File: src/rtl/spk_tone_if.sv
// Load/status bus between the AVR speaker register wrapper and spk_tone_gen.
// The wrapper is the master: it drives clock enable, unmute, load strobe and
// note parameters, and reads back per-channel busy/done status.
interface spk_tone_if #(
    parameter int PER_W = 16,
    parameter int DUR_W = 16
);
    logic             clken;
    logic             spk_on;
    logic             ld;
    logic             ld_ch;
    logic [PER_W-1:0] ld_per;
    logic [DUR_W-1:0] ld_dur;
    logic [2:0]       vol;
    logic [1:0]       busy;
    logic [1:0]       done;

    modport master (
        output clken, spk_on, ld, ld_ch, ld_per, ld_dur, vol,
        input  busy, done
    );

    modport slave (
        input  clken, spk_on, ld, ld_ch, ld_per, ld_dur, vol,
        output busy, done
    );
endinterface

File: src/rtl/spk_tone_gen.sv
// Two-channel square-wave tone generator. Each channel plays one timed note
// (half-period in clken cycles, duration in PRESC_DIV-cycle ticks), returns
// to idle and pulses done. Optional feature macro: SPK_VOLUME_EN, which adds
// a 3-bit PWM volume gate per channel latched from vol on load.
module spk_tone_gen #(
    parameter int PRESC_DIV = 16000,
    parameter int PER_W     = 16,
    parameter int DUR_W     = 16
) (
    input  logic       clk,
    input  logic       rstn,
    spk_tone_if.slave  bus,
    output logic       spk1_pin,
    output logic       spk2_pin
);
    localparam int PSC_W = (PRESC_DIV > 2) ? $clog2(PRESC_DIV) : 1;
    localparam logic [PSC_W-1:0] PSC_LAST = PSC_W'(PRESC_DIV - 1);

    typedef enum logic {IDLE, PLAY} state_t;

    logic phase_a [2];
    logic busy_a  [2];
    logic done_a  [2];
`ifdef SPK_VOLUME_EN
    logic [2:0] vol_a [2];
    logic [2:0] pwm_cnt;
`else
    logic unused_vol;
    assign unused_vol = ^bus.vol;
`endif

    for (genvar g = 0; g < 2; g++) begin : g_ch
        state_t           state;
        logic [PER_W-1:0] per_r;
        logic [PER_W-1:0] half_cnt;
        logic [DUR_W-1:0] dur_cnt;
        logic [PSC_W-1:0] presc_cnt;
        logic             phase;
        logic             done_r;
        logic             sel;
`ifdef SPK_VOLUME_EN
        logic [2:0]       vol_r;
        assign vol_a[g] = vol_r;
`endif

        assign sel = bus.ld && (bus.ld_ch == (g == 1));

        // Channel FSM: load/stop handling, prescaler, duration and half-period counters.
        always_ff @(posedge clk) begin
            if (!rstn) begin
                state     <= IDLE;
                per_r     <= '0;
                dur_cnt   <= '0;
                presc_cnt <= '0;
                half_cnt  <= '0;
                phase     <= 1'b0;
                done_r    <= 1'b0;
`ifdef SPK_VOLUME_EN
                vol_r     <= '0;
`endif
            end else begin
                done_r <= 1'b0;
                if (bus.clken) begin
                    if (sel) begin
                        phase <= 1'b0;
                        if (bus.ld_dur != '0) begin
                            state     <= PLAY;
                            per_r     <= bus.ld_per;
                            dur_cnt   <= bus.ld_dur;
                            presc_cnt <= '0;
                            half_cnt  <= '0;
`ifdef SPK_VOLUME_EN
                            vol_r     <= bus.vol;
`endif
                        end else begin
                            state <= IDLE;
                        end
                    end else if (state == PLAY) begin
                        if (per_r != '0) begin
                            if (half_cnt == per_r - PER_W'(1)) begin
                                half_cnt <= '0;
                                phase    <= ~phase;
                            end else begin
                                half_cnt <= half_cnt + PER_W'(1);
                            end
                        end
                        // Final-tick assignments come last so they override the phase toggle.
                        if (presc_cnt == PSC_LAST) begin
                            presc_cnt <= '0;
                            if (dur_cnt == DUR_W'(1)) begin
                                state  <= IDLE;
                                phase  <= 1'b0;
                                done_r <= 1'b1;
                            end else begin
                                dur_cnt <= dur_cnt - DUR_W'(1);
                            end
                        end else begin
                            presc_cnt <= presc_cnt + PSC_W'(1);
                        end
                    end
                end
            end
        end

        assign phase_a[g] = phase;
        assign busy_a[g]  = (state == PLAY);
        assign done_a[g]  = done_r;
    end

    assign bus.busy = {busy_a[1], busy_a[0]};
    assign bus.done = {done_a[1], done_a[0]};

`ifdef SPK_VOLUME_EN
    // Free-running PWM counter for the volume gate.
    always_ff @(posedge clk) begin
        if (!rstn) begin
            pwm_cnt <= '0;
        end else if (bus.clken) begin
            pwm_cnt <= pwm_cnt + 3'd1;
        end
    end
`endif

    // Registered speaker pins: phase gated by global unmute (and volume PWM).
    always_ff @(posedge clk) begin
        if (!rstn) begin
            spk1_pin <= 1'b0;
            spk2_pin <= 1'b0;
        end else begin
`ifdef SPK_VOLUME_EN
            spk1_pin <= phase_a[0] & bus.spk_on & (pwm_cnt < vol_a[0]);
            spk2_pin <= phase_a[1] & bus.spk_on & (pwm_cnt < vol_a[1]);
`else
            spk1_pin <= phase_a[0] & bus.spk_on;
            spk2_pin <= phase_a[1] & bus.spk_on;
`endif
        end
    end
endmodule

File: src/flat_wrapper.sv
// flat-port wrapper written by rule: the top's interface ports become plain ports
module spk_tone_gen_flat 
#(
    parameter int PRESC_DIV = 16000,
    parameter int PER_W     = 16,
    parameter int DUR_W     = 16
)
  (clk, rstn, spk1_pin, spk2_pin, bus_clken, bus_spk_on, bus_ld, bus_ld_ch, bus_ld_per, bus_ld_dur, bus_vol, bus_busy, bus_done);
  spk_tone_if #(.PER_W(PER_W), .DUR_W(DUR_W)) bus_i ();
  input  logic clk;
  input  logic rstn;
  output logic spk1_pin;
  output logic spk2_pin;
  input wire logic [$bits(bus_i.clken)-1:0] bus_clken;
  input wire logic [$bits(bus_i.spk_on)-1:0] bus_spk_on;
  input wire logic [$bits(bus_i.ld)-1:0] bus_ld;
  input wire logic [$bits(bus_i.ld_ch)-1:0] bus_ld_ch;
  input wire logic [$bits(bus_i.ld_per)-1:0] bus_ld_per;
  input wire logic [$bits(bus_i.ld_dur)-1:0] bus_ld_dur;
  input wire logic [$bits(bus_i.vol)-1:0] bus_vol;
  output wire logic [$bits(bus_i.busy)-1:0] bus_busy;
  output wire logic [$bits(bus_i.done)-1:0] bus_done;
  assign bus_i.clken = bus_clken;
  assign bus_i.spk_on = bus_spk_on;
  assign bus_i.ld = bus_ld;
  assign bus_i.ld_ch = bus_ld_ch;
  assign bus_i.ld_per = bus_ld_per;
  assign bus_i.ld_dur = bus_ld_dur;
  assign bus_i.vol = bus_vol;
  assign bus_busy = bus_i.busy;
  assign bus_done = bus_i.done;
  spk_tone_gen #(.PRESC_DIV(PRESC_DIV), .PER_W(PER_W), .DUR_W(DUR_W)) u_core (.clk(clk), .rstn(rstn), .bus(bus_i), .spk1_pin(spk1_pin), .spk2_pin(spk2_pin));
endmodule
File: config.mk
export PLATFORM = sky130hd
export DESIGN_NAME = spk_tone_gen_flat
export DESIGN_NICKNAME = d
export VERILOG_FILES = /design/src/rtl/spk_tone_if.sv /design/src/rtl/spk_tone_gen.sv /design/src/flat_wrapper.sv
export SDC_FILE = /design/constraint.sdc
export NUM_CORES = 1
export LEC_CHECK = 0
export ABC_AREA = 1
export ABC_CLOCK_PERIOD_IN_PS = 2400
export BUFFER_PORTS_ARGS = -buffer_cell sky130_fd_sc_hd__buf_2
export CAP_MARGIN = 20
export CORE_MARGIN = 8
export CORE_UTILIZATION = 62
export CTS_CLUSTER_SIZE = 24
export DETAILED_ROUTE_END_ITERATION = 8
export PLACE_DENSITY = 0.87
export SLEW_MARGIN = 10
export SYNTH_ARGS = -nofsm -noshare
export SYNTH_HDL_FRONTEND = slang
export SYNTH_SLANG_ARGS = --single-unit
File: constraint.sdc
create_clock -name clk -period 2.4 [get_ports clk]
set_input_delay 0 -clock clk [delete_from_list [all_inputs] [get_ports clk]]
set_output_delay 0 -clock clk [all_outputs]
set_load 0.005 [all_outputs]
**Yosys cells after proc, flatten, opt, wreduce, memory -nomap -nowiden**

Cells that the tools add are included.

- Flip-flop bits (word level): 132
- Bits of input ports: 41
- Output and inout bits: 6
- Logic and storage cells: 116

- Add/subtract/negate cells: 8
- Equal/unequal tests: 10
- Muxes and demuxes: 48
- Bitwise logic cells: 11
- Reductions and logical operators: 23

Operator list:

| operator | count |
|---|---|
| $mux 16 | 18 |
| $mux 14 | 7 |
| $sub 16x1->16 const B | 4 |
| $reduce_bool 16->1 | 3 |
| $add 16x1->16 const B | 2 |
| $eq 16x1->1 const B | 2 |
| $eq 16x16->1 | 2 |
| $add 14x1->14 const B | 2 |
| $eq 14x14->1 const B | 2 |
| $mux 1 | 23 |
| $reduce_and 3->1 | 4 |
| $reduce_bool 2->1 | 6 |
| $reduce_and 5->1 | 2 |
| $reduce_or 5->1 | 2 |
| $not 1->1 | 9 |
| $reduce_and 4->1 | 2 |
| $ne 2x1->1 const B | 2 |
| $ne 2x2->1 const B | 2 |
| $reduce_and 2->1 | 2 |
| $and 1x1->1 | 2 |
| $logic_and 1x1->1 | 2 |

**Depth between registers and ports, before layout**

Gate-level depths: netlist of the first run.

- Word-level depth: 8
- Mapped depth: 18
- Gate-level depth less buffers: 17

**Worst setup path after synthesis of the first run**

OpenSTA, ideal clock, no wires.

- Kind: register -> register
- From: register u_core.g_ch[0].per_r[0]
- To: register u_core.g_ch[0].half_cnt[10]
- Library setup time: 0.117 ns
- Data arrival time: 1.846 ns
- Required time: 2.283 ns
- Slack: 0.438 ns
- Stages on the path, launching flop included: 17
- Path buffers: 1
- Clock period less this slack: 1.962 ns
- Cells stage by stage: dfxtp_1 > inv_1 > ha_1 > nand2_4 > nor2_1 > nor2_1 > nor2_1 > inv_1 > nor2_1 > nand2_1 > nor2_2 > nand4_4 > nand2_1 > nand2_1 > nand2_2 > buf_6 > nor2_2

- Cells in the longest elaborated chain, start to end: 6
- Elaborated cells between the ends (all ways): 9
- Classes of those cells: 1 x add/sub; 1 x eq/ne; 4 x mux; 3 x reduce/logical

Ends and longest elaborated chain:

| element | line | text |
|---|---|---|
| start, declared | spk_tone_gen.sv:34 | `logic [PER_W-1:0] per_r;` |
| start signal, assigned | spk_tone_gen.sv:68 | `per_r <= bus.ld_per;` |
| $sub 16x1->16 | spk_tone_gen.sv:80 | `if (half_cnt == per_r - PER_W'(1)) begin` |
| $eq 16x16->1 | spk_tone_gen.sv:80 |  |
| $mux 16 | spk_tone_gen.sv:80 |  |
| $mux 16 | spk_tone_gen.sv:79 | `if (per_r != '0) begin` |
| $mux 16 | spk_tone_gen.sv:78 | `end else if (state == PLAY) begin` |
| $mux 16 | spk_tone_gen.sv:64 | `if (sel) begin` |
| end signal, assigned | spk_tone_gen.sv:84 | `half_cnt <= half_cnt + PER_W'(1);` |
| end, declared | spk_tone_gen.sv:35 | `logic [PER_W-1:0] half_cnt;` |

Parallel ways exist; a longest one is shown, timed or not. The select of a mux whose other input is x is not followed.
A chain may end at the register's enable or synchronous reset.

**Final worst setup path of the first run**

- From: register u_core.g_ch[1].per_r[1]
- To: register u_core.g_ch[1].half_cnt[14]

- Cells in the longest elaborated chain, start to end: 6
- Elaborated cells between the ends (all ways): 9
- Classes of those cells: 1 x add/sub; 1 x eq/ne; 4 x mux; 3 x reduce/logical

Ends and longest elaborated chain:

| element | line |
|---|---|
| start, declared | spk_tone_gen.sv:34 |
| start signal, assigned | spk_tone_gen.sv:68 |
| $sub 16x1->16 | spk_tone_gen.sv:80 |
| $eq 16x16->1 | spk_tone_gen.sv:80 |
| $mux 16 | spk_tone_gen.sv:80 |
| $mux 16 | spk_tone_gen.sv:79 |
| $mux 16 | spk_tone_gen.sv:78 |
| $mux 16 | spk_tone_gen.sv:64 |
| end signal, assigned | spk_tone_gen.sv:84 |
| end, declared | spk_tone_gen.sv:35 |

Parallel ways exist; a longest one is shown, timed or not. The select of a mux whose other input is x is not followed.

==> results of run 1 <==
## critical path: cells and delay by family, from the launching register on
family | cells | cell delay (ps)
AND/OR/NAND/NOR | 11 | 1370
adder cells (fa/ha/maj) | 1 | 260
buffers and inverters | 1 | 90
flip-flops | 1 | 340
## cells in the mapped netlist, drive strengths merged
master  number  area, um^2
inv        168       630.6
a21o         1       7.510
o22ai        1       6.260
xnor2       12       105.1
nand4       25       171.4
and2         1       6.260
xor2        56       490.5
or2          2       12.51
nor3        31       160.1
nor4        13       87.58
a22oi        1       7.510
nand3       88       445.4
o21ai       90       450.4
or3b         1       8.760
o211ai       2       15.01
nand3b       8       60.06
ha          10       125.1
o21a         1       7.510
nor2       189       845.8
a221oi       1       8.760
mux2i        1       10.01
a21oi       84       442.9
and3         2       12.51
nand2      278        1096
a31oi        4       25.02
nor3b        2       15.01
buf         17       117.6
o211a        3       30.03
clkbuf      22       82.58
dfxtp      132        2643
a211oi      13       127.6
## kinds of logic (layout without fill, tap and decap cells)
kind of cell	count (synthesis)	count (layout)	share of synthesized area [%]
mux	1	1	0.1213
simple gates	640	641	35.39
fa+ha+maj	10	10	1.516
buf+inv	207	287	10.07
xor+xnor	68	68	7.215
flops	132	132	32.01
compound gates	201	201	13.67
## where the power goes
part	switching [W]	leakage [nW]	internal, W
combinational	0.000695	2.71	0.000383
sequential	0.0000675	1.07	0.00225
clock	0.000979	0.277	0.00167
## cell usage in the layout, fill, tap and decap left out, drive strengths merged, types with 2 or more instances in the layout
cell	n
xor2	56
and3	2
ha	10
nor2	189
nand2	279
clkbuf	21
nor4	13
a31oi	4
o21ai	90
dfxtp	132
dlygate4sd3	26
nor3b	2
buf	63
clkinvlp	6
xnor2	12
a21oi	84
or2	2
nand4	25
inv	166
nor3	31
o211ai	2
nand3	88
nand3b	8
o211a	3
a211oi	13
bufinv	3
clkinv	2
## state kept, by name, summed over array words and instances (netlist names)
register,count
u_core.g_ch.done_r,2
u_core.g_ch.dur_cnt,32
u_core.g_ch.half_cnt,32
u_core.g_ch.per_r,32
u_core.g_ch.phase,2
u_core.g_ch.presc_cnt,28
u_core.g_ch.state,2
u_core.spk1_pin,1
u_core.spk2_pin,1
## stage by stage
stage | total power (W) | worst slack [ps]
floorplan | 0.003132 | 437.6
global placement | 0.003330 | 184.4
detailed placement | 0.003362 | 115.3
CTS | 0.006030 | 68.70
global route | 0.006321 | -3.092
finish | 0.006047 | 213.4
## path summary, 6_finish.rpt
path / depth (start not counted) / to
max: 13 / u_core.g_ch[1].half_cnt[14]$_SDFFE_PN0P_
min reg2reg: 2 / u_core.g_ch[0].dur_cnt[11]$_SDFFE_PN0P_
min: 5 / u_core.g_ch[1].dur_cnt[0]$_SDFFE_PN0P_
max reg2reg: 13 / u_core.g_ch[1].half_cnt[14]$_SDFFE_PN0P_
## what timing repair did
| action | in CTS | in global routing |
|---|---|---|
| buffers inserted | 0 | 7 |
| hold endpoints to repair | 47 | 0 |
| resized for setup | 0 | 11 |
| hold buffers | 26 | 0 |
| setup endpoints to repair | 0 | 21 |
## layer usage
layer | track usage (%) | up-vias | routed length [um]
met3 | 4.992 | 44 | 1367
met2 | 42.23 | 324 | 10560
li1 | - | 4208 | -
met4 | 9.700 | 0 | 588
met1 | 30.95 | 3892 | 9501
met5 | 0 | - | 0
## layout make-up
type	count	area [um^2]
Clock buffer	21	460.4
Clock inverter	9	130.1
Fill cell	1049	3591
Sequential cell	132	2643
Tap cell	176	220.2
Multi-Input combinational cell	921	4820
Timing Repair Buffer	89	635.6
Inverter	168	638.1
==> impl_results.md, run 1 <==
- Status: finished clean
- Setup crit start: u_core.g_ch[1].per_r[1]$_SDFFE_PN0P_
- Fin nets: around 1400
- Slew @ Worst Pin: 701.9 ps
- PD cells: 633.4 mW/mm^2
- Setup_tns: 0 ps
- Slew Viols, Final: 0
- DP Cell Count: ~1500
- Leak: 4.058 nW
- CP required: about 2700 ps
- Crit path cell chain: inv_1, ha_1, nand2_2, nor2_4, nand2_1, nand3_1, nand2_1, nor3_1, nand3_1, nand2_1, nand2_1, nand2_2, nor2_1
- Seq/Total Area, Yosys: between 30% and 40%
- Synthesized instance count: between 1000 and 1500
- Drt first-iter violations: ~850
- Netlist cell types: 48
- Register bit total from synthesis: 132
- Fin Clk Skew: 9.368 ps
- Worst vdd ir: between 0.7 and 0.8 mV
- Design area: roughly 0.0095 mm^2
- CP max-delay cell: dfxtp_1
- Post-layout util: around 73%
- HPWL after detailed placement: approximately 15 mm
- Avg WL per Cell: approximately 15 um
- Syn nets: roughly 1300
- Cell seen most often among critical-path stages: nand2_1
- Final Hold Violating Endpoints: 0
- Htree depth: 4
- Clock latency on the worst-skew pair: around 430 ps
- Syn_area_per_cell: about 6.6 um^2
- Routed Wire Length: between 20 and 25 mm
- GR Util All Layers: approximately 25%
- Routed vias: roughly 8500
- Layout Cells excl Fill: roughly 1500
- Syn-to-layout area delta: 15.66%
- Row count: 42
- TritonRoute pass-1 iters: 5
- TritonCTS clock tree: done
- Share of cells above drive strength 1: 12.24%
- DR vias/cell: 5.586
- Critical Path Start Type: flip-flop
- Fmax: around 460 MHz
- Routability cong.: 0.9252
- First-pass GRT wire length: 36.47 mm
- Cell Area, Synth: just over 0.008 mm^2
- Maximum fanout along the worst path: 13
- Type of the worst min-delay path: input pin to flip-flop
- Initial antenna violation count: 0
- Final setup fails: 0
- Root buf cell: clkbuf_16
- RR Startpoint: u_core.g_ch[1].per_r[1]$_SDFFE_PN0P_
- ANT cells: 0
- Hold Startpoint: bus_ld_dur[0]
- Reg2reg setup slack: between 200 and 250 ps
- Largest net degree at the start of global routing: 63
- WP data arrival: 2490 ps
- Die ar.: about 0.017 mm^2
- CP max stage delay: 340 ps
- Placed cell area: about 0.0086 mm^2
- IO Pins: 47
- Initial core utilization: 62.83%
- Port Buffers: 43
- Crit share post-route: 91.11%
- DRC: 0
- Core box area: 0.01314 mm^2
- Clk sinks: 132
- Clock Tree Buf Depth: 2
- Die X-Extent: 131.4 um
- Slew HR: between 50% and 60%
- Max_cap viols: 0
- TritonCTS Buffers: 17
- Gr ovfl total: 0
- DRT antenna net count: 0
- Fin crit period: 2187 ps
- Clock slew at reported path FFs: approximately 60 ps
- Vertical die dimension: about 130 um
- Synthesis warning total: 0
- Kind of critical path: flip-flop to flip-flop
- CP Capture Type: flip-flop
- Vias in the first global route: 7763
- Smallest hold slack: ~7 ps
Note: power is estimated with default switching activity, not from simulation.
==> inputs of run 2 (changes only) <==
--- a/config.mk
+++ b/config.mk
@@ -7,13 +7,14 @@
 export LEC_CHECK = 0
 export ABC_AREA = 1
 export ABC_CLOCK_PERIOD_IN_PS = 2400
-export BUFFER_PORTS_ARGS = -buffer_cell sky130_fd_sc_hd__buf_2
 export CAP_MARGIN = 20
 export CORE_MARGIN = 8
-export CORE_UTILIZATION = 62
+export CORE_UTILIZATION = 65
 export CTS_CLUSTER_SIZE = 24
 export DETAILED_ROUTE_END_ITERATION = 8
+export DONT_BUFFER_PORTS = 1
 export PLACE_DENSITY = 0.87
+export REMOVE_ABC_BUFFERS = 1
 export SLEW_MARGIN = 10
 export SYNTH_ARGS = -nofsm -noshare
 export SYNTH_HDL_FRONTEND = slang
==> run 2 against run 1 <==
  * First-iteration DRC count decreased by 2.2%
  * Sequential power about the same
  * Clock power down 4%
  * Worst setup slack worse by 42 ps
  * Sequential cell count stayed put
  * Total power down 1.9%
  * Largest cell class unchanged
  * Highest routed layer unchanged
==> impl_results.md, run 2 (synthesized netlist as in run 1, its figures left out) <==
- Clock Tree Buf Depth: 2 (unchanged)
- Setup ws final: 171.4 ps (-41.94 ps)
- Type of the worst min-delay path: input pin to flip-flop
- TritonCTS Buffers: 17 (unchanged)
- Kind of critical path: flip-flop to flip-flop
- Design area: 0.009405 mm^2 (-1.5%)
- Status: finished clean
- Initial antenna violation count: 1 (+1)
- Htree depth: 4 (unchanged)
- Commonest non-fill, non-tap cell in the layout: nand2_1
- Gr ovfl total: 0 (unchanged)
- CP max stage delay: 340 ps (about the same)
- Part of the power in registers: 39.1% (+0.8 points)
- R2R depth: 17 (+4)
- Cell family with most CP delay: simple AND/OR/NAND/NOR gates
- CP Capture Type: flip-flop
- Crit path cell chain: inv_1, ha_2, inv_1, nand2_1, nand2_1, nor2_1, nand2_1, nor2_2, inv_1, nor2_2, nand2_1, nor2_2, nand4_4, nand2_1, nand2_2, nand2_4, nor2_1
- Share of cells above drive strength 1: 8.869% (-3.4 points)
- Row count: 41 (-2.4%)
- Routed vias: 8396 (-0.85%)
- Fillers: 970 (-7.5%)
- Setup crit start: u_core.g_ch[0].per_r[0]$_SDFFE_PN0P_
- Vertical die dimension: 128.7 um (-2.0%)
- Crit share post-route: 92.86% (+1.7 points)
- Multi-input logic area: 0.004815 mm^2 (-0.10%)
- Final Hold Violating Endpoints: 0 (unchanged)
- Die X-Extent: 128.7 um (-2.0%)
- Routed Wire Length: 22.02 mm (about the same)
- Dpl ws: 9.072 ps (-106.2 ps)
- Worst Setup EP: u_core.g_ch[0].half_cnt[0]$_SDFFE_PN0P_
- Root buf cell: clkbuf_16
- Clock latency on the worst-skew pair: 430 ps (about the same)
- Clock slew at reported path FFs: 60 ps (about the same)
- Critical Path Stages: 17 (+4)
- Fmax: 448.7 MHz (-1.9%)
- CP required: 2720 ps (about the same)
- Critical Path Start Type: flip-flop
- Logic pwr share: 18.0% (+0.2 points)
- Initial core utilization: 65.94% (+3.1 points)
- Setup_tns: 0 ps (unchanged)
- WP data arrival: 2550 ps (+60 ps)
- DRT antenna net count: 0 (unchanged)
- Worst reg2reg endpoint: u_core.g_ch[0].half_cnt[0]$_SDFFE_PN0P_
- Maximum fanout along the worst path: 6 (-7)
- Die ar.: 0.01656 mm^2 (-4.1%)
- Drt first-iter violations: 832 (-2.2%)
- Cell seen most often among critical-path stages: nand2_1
- RR Startpoint: u_core.g_ch[0].per_r[0]$_SDFFE_PN0P_
- Routability cong.: 0.9682 (+4.6%)
- HPWL after detailed placement: 14.67 mm (-3.1%)
- Fin Clk Skew: 7.453 ps (-1.915 ps)
- Vias in the first global route: 7787 (+0.31%)
- Int Power: 0.004202 W (-2.4%)
- Clk sinks: 132 (unchanged)
- Sw frac: 29.17% (+0.37 points)
- Core box area: 0.01252 mm^2 (-4.7%)
- PD cells: 630.8 mW/mm^2 (-0.41%)
- DR vias/cell: 5.669 (+1.5%)
- First-pass GRT wire length: 35.99 mm (-1.3%)
- TritonRoute pass-1 iters: 8 (+3)
- Leak: 3.937 nW (-3.0%)
- Layout Cells excl Fill: 1481 (-2.3%)
- Slew @ Worst Pin: 1020 ps (+318.4 ps)
- Placed cell area: 0.008382 mm^2 (-2.5%)
- Fin nets: 1346 (-2.5%)
- Largest net degree at the start of global routing: 62 (-1.6%)
- TritonCTS clock tree: done
- IO Pins: 47 (unchanged)
- Fin crit period: 2229 ps (+41.94 ps)
- Port Buffers: 0 (-100%)
- DP Cell Count: 1407 (-3.1%)
- Most frequent cells in the layout: nand2_1, inv_1, nor2_1
- DRC: 0 (unchanged)
- Slew HR: 31.91% (-21 points)
- Register area: 0.002643 mm^2 (unchanged)
- Reg2reg setup slack: 170 ps (-40 ps)
- Max_cap viols: 0 (unchanged)
- Buf/Inv on CP: 3 (+2)
- Switching pwr: 0.001731 W (-0.64%)
- Clock power frac: 42.9% (-0.9 points)
- Smallest hold slack: 16.76 ps (+9.628 ps)
- Avg WL per Cell: 14.86 um (+2.3%)
- CP max-delay cell: dfxtp_1
- Largest regs: u_core.g_ch.dur_cnt (32), u_core.g_ch.half_cnt (32), u_core.g_ch.per_r (32)
- Syn-to-layout area delta: 13.95%
- Worst vdd ir: 0.5052 mV (-32%)
- Slew Viols, Final: 0 (unchanged)
- GR Util All Layers: 26.65% (+1.6 points)
- Final setup fails: 0 (unchanged)
## run 2: layer usage
metal  track usage, %  vias up  part of all wire [%]
li1                 -     4141                     -
met1            30.86     3862                    42
met2            45.44      328                    48
met3            6.206       65                   6.9
met4            12.99        0                   3.0
met5                0        -                     0
## run 2: how the worst min path moves through the flow
stage,from,end,slack (ps),cells past startpoint
2_1_floorplan,rstn,u_core.spk1_pin$_SDFF_PN0_,120,2
3_5_place_dp,bus_spk_on,u_core.spk1_pin$_SDFF_PN0_,140,2
6_report,bus_ld,u_core.g_ch[1].presc_cnt[6]$_SDFFE_PN0P_,20,3
4_1_cts,bus_ld,u_core.g_ch[1].presc_cnt[6]$_SDFFE_PN0P_,0.8,3
5_1_grt,bus_ld,u_core.g_ch[1].presc_cnt[4]$_SDFFE_PN0P_,40,3
3_3_place_gp,bus_spk_on,u_core.spk2_pin$_SDFF_PN0_,140,2
## run 2: per-stage QoR
step                      power, W  utilization, %
after floorplan           0.003101               -
after global placement    0.003265           66.96
after detailed placement  0.003298           66.96
after CTS                 0.005900           74.83
after global routing      0.006175           75.14
final                     0.005933           75.14
## run 2: repair_timing
action,4_1_cts,5_1_grt
endpoints found under the setup margin,1,24
cloned,0,1
hold buffers,39,0
hold endpoints to repair,115,0
setup buffers,0,1
gates resized for setup,1,7
pin swaps,0,2
## run 2: final cells by class
cell class              instances  area share [%]
well taps                     172           2.288
diodes                          1         0.02661
multi-input cells             921           51.19
inverters                     168           6.705
flip-flops and latches        132           28.10
clock inverters                 9           1.104
clock buffers                  23           4.975
repair buffers                 55           5.614
## run 2: power groups by stage
stage	Combinational, W	Sequential (W)	Clock [W]
6_report	0.00107	0.00232	0.00255
4_1_cts	0.00103	0.00231	0.00255
5_1_grt	0.00120	0.00232	0.00266
3_3_place_gp	0.000906	0.00236	0
2_1_floorplan	0.000757	0.00234	0
3_5_place_dp	0.000936	0.00236	0
## run 2: worst register-to-register path, stage by stage (launching register included)
cell     delay [ps]
dfxtp_1         340
inv_1           110
ha_2            340
inv_1            40
nand2_1          50
nand2_1          40
nor2_1           90
nand2_1          80
nor2_2          120
inv_1            60
nor2_2          100
nand2_1          60
nor2_2          150
nand4_4         120
nand2_1         100
nand2_2         100
nand2_4         160
nor2_1           60
